$ cat src/rtl/flash_xfer_scheduler.sv
// flash_xfer_scheduler: queues flash-to-DMA jobs and sequences the SPI flash controller register writes.
// Optional IRQ-wait timeout is compiled in when SEQ_TIMEOUT_EN is defined.
module flash_xfer_scheduler #(
  parameter logic [31:0] REG_BASE  = 32'h0000_0000,
  parameter int          Q_DEPTH   = 4,
  parameter int          TO_CYCLES = 1048576
) (
  input  logic        i_clk_ahb,
  input  logic        i_rst_ahb,
  input  logic        i_job_valid,
  output logic        o_job_ready,
  input  logic [23:0] i_job_flash_addr,
  input  logic [31:0] i_job_dma_addr,
  input  logic [23:0] i_job_len,
  output logic [31:0] o_addr,
  output logic [31:0] o_wr_data,
  output logic        o_rd0_wr1,
  output logic        o_valid,
  input  logic        i_ready,
  input  logic        i_spi_flash_irq,
  output logic        o_busy,
  output logic        o_done,
  output logic [4:0]  o_job_count,
  output logic        o_timeout
);

  // state    | meaning
  // IDLE     | wait for a queued job, pop it into the active registers
  // W_CCNT   | write 0x00 = 4 (command byte count)
  // W_DCNT   | write 0x04 = job length
  // W_DMA    | write 0x0C = DMA destination
  // W_MODE   | write 0x1C = 0 (single-line)
  // W_CMD    | write 0x10 = {READ 0x03, flash address}
  // W_START  | write 0x20 = 1 (kick transfer)
  // WAIT_IRQ | wait for transfer-complete IRQ (or timeout)
  // W_CLR    | write 0x24 = 1 (clear IRQ)
  // DONE     | pulse o_done, return to IDLE
  typedef enum logic [3:0] {
    IDLE, W_CCNT, W_DCNT, W_DMA, W_MODE, W_CMD, W_START, WAIT_IRQ, W_CLR, DONE
  } state_t;

  localparam int PW = (Q_DEPTH > 1) ? $clog2(Q_DEPTH) : 1;

  state_t        state, ns;
  logic [79:0]   q_mem [Q_DEPTH];
  logic [PW-1:0] wr_ptr, rd_ptr;
  logic          full, push, pop;
  logic [79:0]   head;
  logic [23:0]   act_fa, act_ln, sel_fa, sel_ln;
  logic [31:0]   act_da, sel_da;
  logic [63:0]   cmd;
  logic          to_hit;

  assign full        = (o_job_count == 5'(Q_DEPTH));
  assign o_job_ready = !full && !i_rst_ahb;
  assign push        = i_job_valid && o_job_ready;
  assign pop         = (state == IDLE) && (o_job_count != 5'd0);
  assign head        = q_mem[rd_ptr];

  always_ff @(posedge i_clk_ahb) begin
    if (push) q_mem[wr_ptr] <= {i_job_flash_addr, i_job_dma_addr, i_job_len};
  end

  always_ff @(posedge i_clk_ahb) begin
    if (i_rst_ahb) begin
      wr_ptr      <= '0;
      rd_ptr      <= '0;
      o_job_count <= 5'd0;
    end else begin
      if (push) wr_ptr <= wr_ptr + 1'b1;
      if (pop)  rd_ptr <= rd_ptr + 1'b1;
      case ({push, pop})
        2'b10:   o_job_count <= o_job_count + 5'd1;
        2'b01:   o_job_count <= o_job_count - 5'd1;
        default: o_job_count <= o_job_count;
      endcase
    end
  end

  function automatic logic is_write(state_t s);
    return (s == W_CCNT) || (s == W_DCNT) || (s == W_DMA) || (s == W_MODE) ||
           (s == W_CMD) || (s == W_START) || (s == W_CLR);
  endfunction

  // {offset, data} for the write issued in state s
  function automatic logic [63:0] wr_cmd(state_t s, logic [23:0] fa, logic [31:0] da,
                                         logic [23:0] ln);
    case (s)
      W_CCNT:  return {32'h0000_0000, 32'd4};
      W_DCNT:  return {32'h0000_0004, 8'h00, ln};
      W_DMA:   return {32'h0000_000C, da};
      W_MODE:  return {32'h0000_001C, 32'd0};
      W_CMD:   return {32'h0000_0010, 8'h03, fa};
      W_START: return {32'h0000_0020, 32'd1};
      W_CLR:   return {32'h0000_0024, 32'd1};
      default: return 64'd0;
    endcase
  endfunction

`ifdef SEQ_TIMEOUT_EN
  logic [31:0] to_cnt;
  assign to_hit = (to_cnt == 32'(TO_CYCLES - 1));

  always_ff @(posedge i_clk_ahb) begin
    if (i_rst_ahb) begin
      to_cnt    <= 32'd0;
      o_timeout <= 1'b0;
    end else begin
      to_cnt    <= (state == WAIT_IRQ) ? to_cnt + 32'd1 : 32'd0;
      o_timeout <= (state == WAIT_IRQ) && !i_spi_flash_irq && to_hit;
    end
  end
`else
  assign to_hit    = 1'b0;
  assign o_timeout = 1'b0;
`endif

  always_comb begin
    ns = state;
    case (state)
      IDLE:     if (pop) ns = (head[23:0] == 24'd0) ? DONE : W_CCNT;
      W_CCNT:   if (i_ready) ns = W_DCNT;
      W_DCNT:   if (i_ready) ns = W_DMA;
      W_DMA:    if (i_ready) ns = W_MODE;
      W_MODE:   if (i_ready) ns = W_CMD;
      W_CMD:    if (i_ready) ns = W_START;
      W_START:  if (i_ready) ns = WAIT_IRQ;
      WAIT_IRQ: if (i_spi_flash_irq || to_hit) ns = W_CLR;
      W_CLR:    if (i_ready) ns = DONE;
      DONE:     ns = IDLE;
      default:  ns = IDLE;
    endcase
  end

  // the job being popped is not yet in the active registers, so read it from the queue head
  assign sel_fa = (state == IDLE) ? head[79:56] : act_fa;
  assign sel_da = (state == IDLE) ? head[55:24] : act_da;
  assign sel_ln = (state == IDLE) ? head[23:0]  : act_ln;
  assign cmd    = wr_cmd(ns, sel_fa, sel_da, sel_ln);

  always_ff @(posedge i_clk_ahb) begin
    if (i_rst_ahb) begin
      state     <= IDLE;
      o_valid   <= 1'b0;
      o_addr    <= 32'd0;
      o_wr_data <= 32'd0;
      o_rd0_wr1 <= 1'b0;
      o_busy    <= 1'b0;
      o_done    <= 1'b0;
      act_fa    <= 24'd0;
      act_da    <= 32'd0;
      act_ln    <= 24'd0;
    end else begin
      state     <= ns;
      o_valid   <= is_write(ns);
      o_rd0_wr1 <= is_write(ns);
      o_addr    <= is_write(ns) ? REG_BASE + cmd[63:32] : 32'd0;
      o_wr_data <= cmd[31:0];
      o_busy    <= (ns != IDLE);
      o_done    <= (ns == DONE);
      if (pop) begin
        act_fa <= head[79:56];
        act_da <= head[55:24];
        act_ln <= head[23:0];
      end
    end
  end

endmodule

$ cat config.mk
export PLATFORM = sky130hd
export DESIGN_NAME = flash_xfer_scheduler
export DESIGN_NICKNAME = d
export VERILOG_FILES = /design/src/rtl/flash_xfer_scheduler.sv
export SDC_FILE = /design/constraint.sdc
export NUM_CORES = 1
export LEC_CHECK = 0
export CORE_AREA = 2 2 232 143
export CTS_CLUSTER_SIZE = 16
export DETAILED_ROUTE_END_ITERATION = 10
export DIE_AREA = 0 0 234 145
export MAX_ROUTING_LAYER = met4
export PLACE_DENSITY = 0.78
export SLEW_MARGIN = 10
export SYNTH_ARGS = -nofsm -noshare
export SYNTH_HDL_FRONTEND = slang
export SYNTH_SLANG_ARGS = --single-unit
$ cat constraint.sdc
create_clock -name i_clk_ahb -period 4.05 [get_ports i_clk_ahb]
set_input_delay 0.81 -clock i_clk_ahb [delete_from_list [all_inputs] [get_ports i_clk_ahb]]
set_output_delay 0.81 -clock i_clk_ahb [all_outputs]
set_load 0.005 [all_outputs]
==> results.ini <==
[outcome]
status=completed

[synthesis]
synth_top_area_frac=0.539
syn_area_mm2=0.0178
synthCells=1167
synth_area_leader_cell=edfxtp_1
ys_types=48
yosys-top-cells-area=edfxtp_1 54%, dfxtp_1 15%, mux4_2 10%
ys_seq_elements=454
synth-seq-area-share=0.689
yosys_warnings=0
avgSynthCellArea_um2=15.3

[flow_run]
drv_cap=0

[placement]
io_buffers=130
gp_congestion=0.898
place_hpwl_um=24300
pre_cts_ws_ns=0.344

[timing]
worst_pin_slew_ns=1.17
layout_min_cycle_time_ns=3.19
tns_ns=0
max_freq_mhz=314
fin_skew_ns=0.0218
setup_viol_count_final=0
grt_setup_unrepaired=false
maxSlewHeadroom=0.219
period_share=0.787
finalMaxSlewViolations=0
finalWorstSetupSlack_ns=0.863
hold_viol=0

[worst_hold_path]
hold_path.class=reg2reg
worstHoldEndpoint=act_fa[17]
min_path_cells=2
hp-start=act_fa[17]

[detailed_routing]
routed_wl_um=38200
vias=9997
wire_per_inst_um=21.9
postRouteAntennaNets=0
drt_iter0_drc=1048
drt_first_pass_iters=5
drc=0
via_per_inst=5.74

[global_route]
grt_pass1_wl_um=58400
antenna_found_initial=0
grt_overflow=0
grt_pass1_vias=9911
grt_max_degree=93
grtUsageTotal=0.233

[critical_path]
crit_fanout=25
reg2reg_setup_slack_ns=0.93
regToRegEndpoint=o_job_count[4]
arrival_ns=3.66
cp-end-kind=flip-flop
critPathKind=in2reg
rr_worst_depth=14
crit_required_ns=4.52
r2r_start=o_job_count[0]
cp-start-kind=input pin

[finish]
drive_above_1_share=0.187
area_growth_pct=16.5
layout.nets=1379
diodes=0

[clocking]
cts_max_level=2
cts_made_buffers=41
cts_hold_buf=0
cts_root_buf=clkbuf_16
clkLatencyLatePin_ns=0.55
cts_tree=done
cts_resized=0
cts_num_sinks=454
path_clk_slew_ns=0.06
cts_setup_buffers=0
cts.path.max_buffers=3

[pwr]
peakVddDrop_mv=0.749
power.density_mw_per_mm2=691
p_leak_nw=6.84

[floorplan]
ios=160
die_area_mm2=0.0339
die_w_um=234
core_area_mm2=0.0318
die_height_um=145
placementRows=51
start_util=0.560

==> routing by layer <==
metal  track usage  vias to the layer above  routed length [µm]
li1              -                     4553                   -
met1         0.354                     5017               17300
met2         0.333                      364               17500
met3        0.0417                       63                2640
met4        0.0516                        0                 729
met5             -                        -                   0
==> critical path, stage by stage <==
cell and delay [ns]:
clkdlybuf4s50_1 0.53, o21a_1 0.23, a311o_1 0.44, nand2b_1 0.23, nor2_2 0.91, a22oi_1 0.27, a21oi_2 0.21
==> flip-flops by register name (all words and copies together), names as in the netlist, named ones only <==
register     cells
act_fa          24
wr_ptr           2
act_da          32
o_valid          1
o_busy           1
rd_ptr           2
o_job_count      5
act_ln          24
o_addr           4
o_wr_data       32
o_done           1
state            4
q_mem          320
==> cell usage in the layout, fill, tap and decap left out, types with 7 or more instances in the layout <==
cell,synthesis,routed
clkinv_1,0,14
nor2_1,30,29
ha_1,8,8
nor3_1,13,13
buf_4,31,13
nand2_1,187,187
a21oi_2,10,10
clkbuf_16,0,43
mux4_2,80,80
conb_1,1,29
a21oi_1,105,105
edfxtp_1,320,320
inv_1,12,11
clkbuf_1,48,7
a22oi_1,23,23
mux2i_1,9,9
nand2b_1,7,7
dfxtp_1,134,132
mux2_2,71,71
clkdlybuf4s50_1,0,129
==> power breakdown <==
| part | leakage, nW | total [mW] | internal, mW | switching, mW |
|---|---|---|---|---|
| registers | 4.00 | 5.95 | 5.59 | 0.364 |
| clock network | 0.651 | 3.91 | 2.26 | 1.65 |
| logic | 2.19 | 4.50 | 1.90 | 2.60 |
| total | 6.84 | 14.4 | 9.74 | 4.62 |
==> worst max path at each step <==
stage	depth (start not counted)	endpoint	slack, ns	startpoint
2_1_floorplan	3	q_mem[0][0]	0.42	i_rst_ahb
3_3_place_gp	7	o_wr_data[14]	0.48	i_ready
3_5_place_dp	7	o_wr_data[11]	0.34	i_ready
4_1_cts	7	o_wr_data[11]	0.89	i_ready
5_1_grt	7	o_wr_data[6]	0.67	i_ready
6_report	7	o_wr_data[11]	0.86	i_ready
==> cells in the mapped netlist, drive strengths merged <==
master  number
nor2b        4
a311o        1
o21ai        5
clkbuf      48
and3         7
conb         1
xnor2        3
inv         12
dfxtp      134
o211ai       1
a21o         1
edfxtp     320
nand2      187
nand3b       1
o311a        1
and4         1
nand4        3
buf         51
or4          2
a22oi       23
fa           1
mux2i        9
nor3b        1
xor2         3
nor3        14
nand2b       7
o31ai        2
nor2        30
nand3        4
mux4        80
a31oi        4
ha           8
mux2        71
and2         3
nor4         5
a31o         2
a21oi      115
o21a         1
o21bai       1
==> cell families after synthesis <==
| group | share of synthesized area |
|---|---|
| AND/OR/NAND/NOR | 0.0644 |
| XOR/XNOR | 0.00295 |
| multiplexers | 0.151 |
| buffers and inverters | 0.0340 |
| AO/OA/AOI/OAI | 0.0515 |
| adder cells (fa/ha/maj) | 0.00674 |
| flip-flops | 0.689 |
| other | 0.000210 |
==> area by class of cell <==
class	count	area (µm²)
flip-flops and latches	454	12300
fillers	2218	11100
multi-input cells	630	5070
repair buffers	146	1470
clock buffers	50	1100
well taps	424	531
clock inverters	26	248
inverters	12	45.0
==> per-stage QoR <==
stage	util	instances	cell area, µm²	power, mW	hold WS, ns
detailed placement	0.610	1666	19400	10.5	0.445
finish	0.652	1742	20800	14.4	0.453
CTS	0.652	1742	20800	14.4	0.453
global route	0.652	1742	20800	15.0	0.473
global placement	0.610	1666	19400	10.4	0.439
floorplan	-	1195	17900	9.22	0.433
No activity file was read; power rests on OpenSTA's default activity.
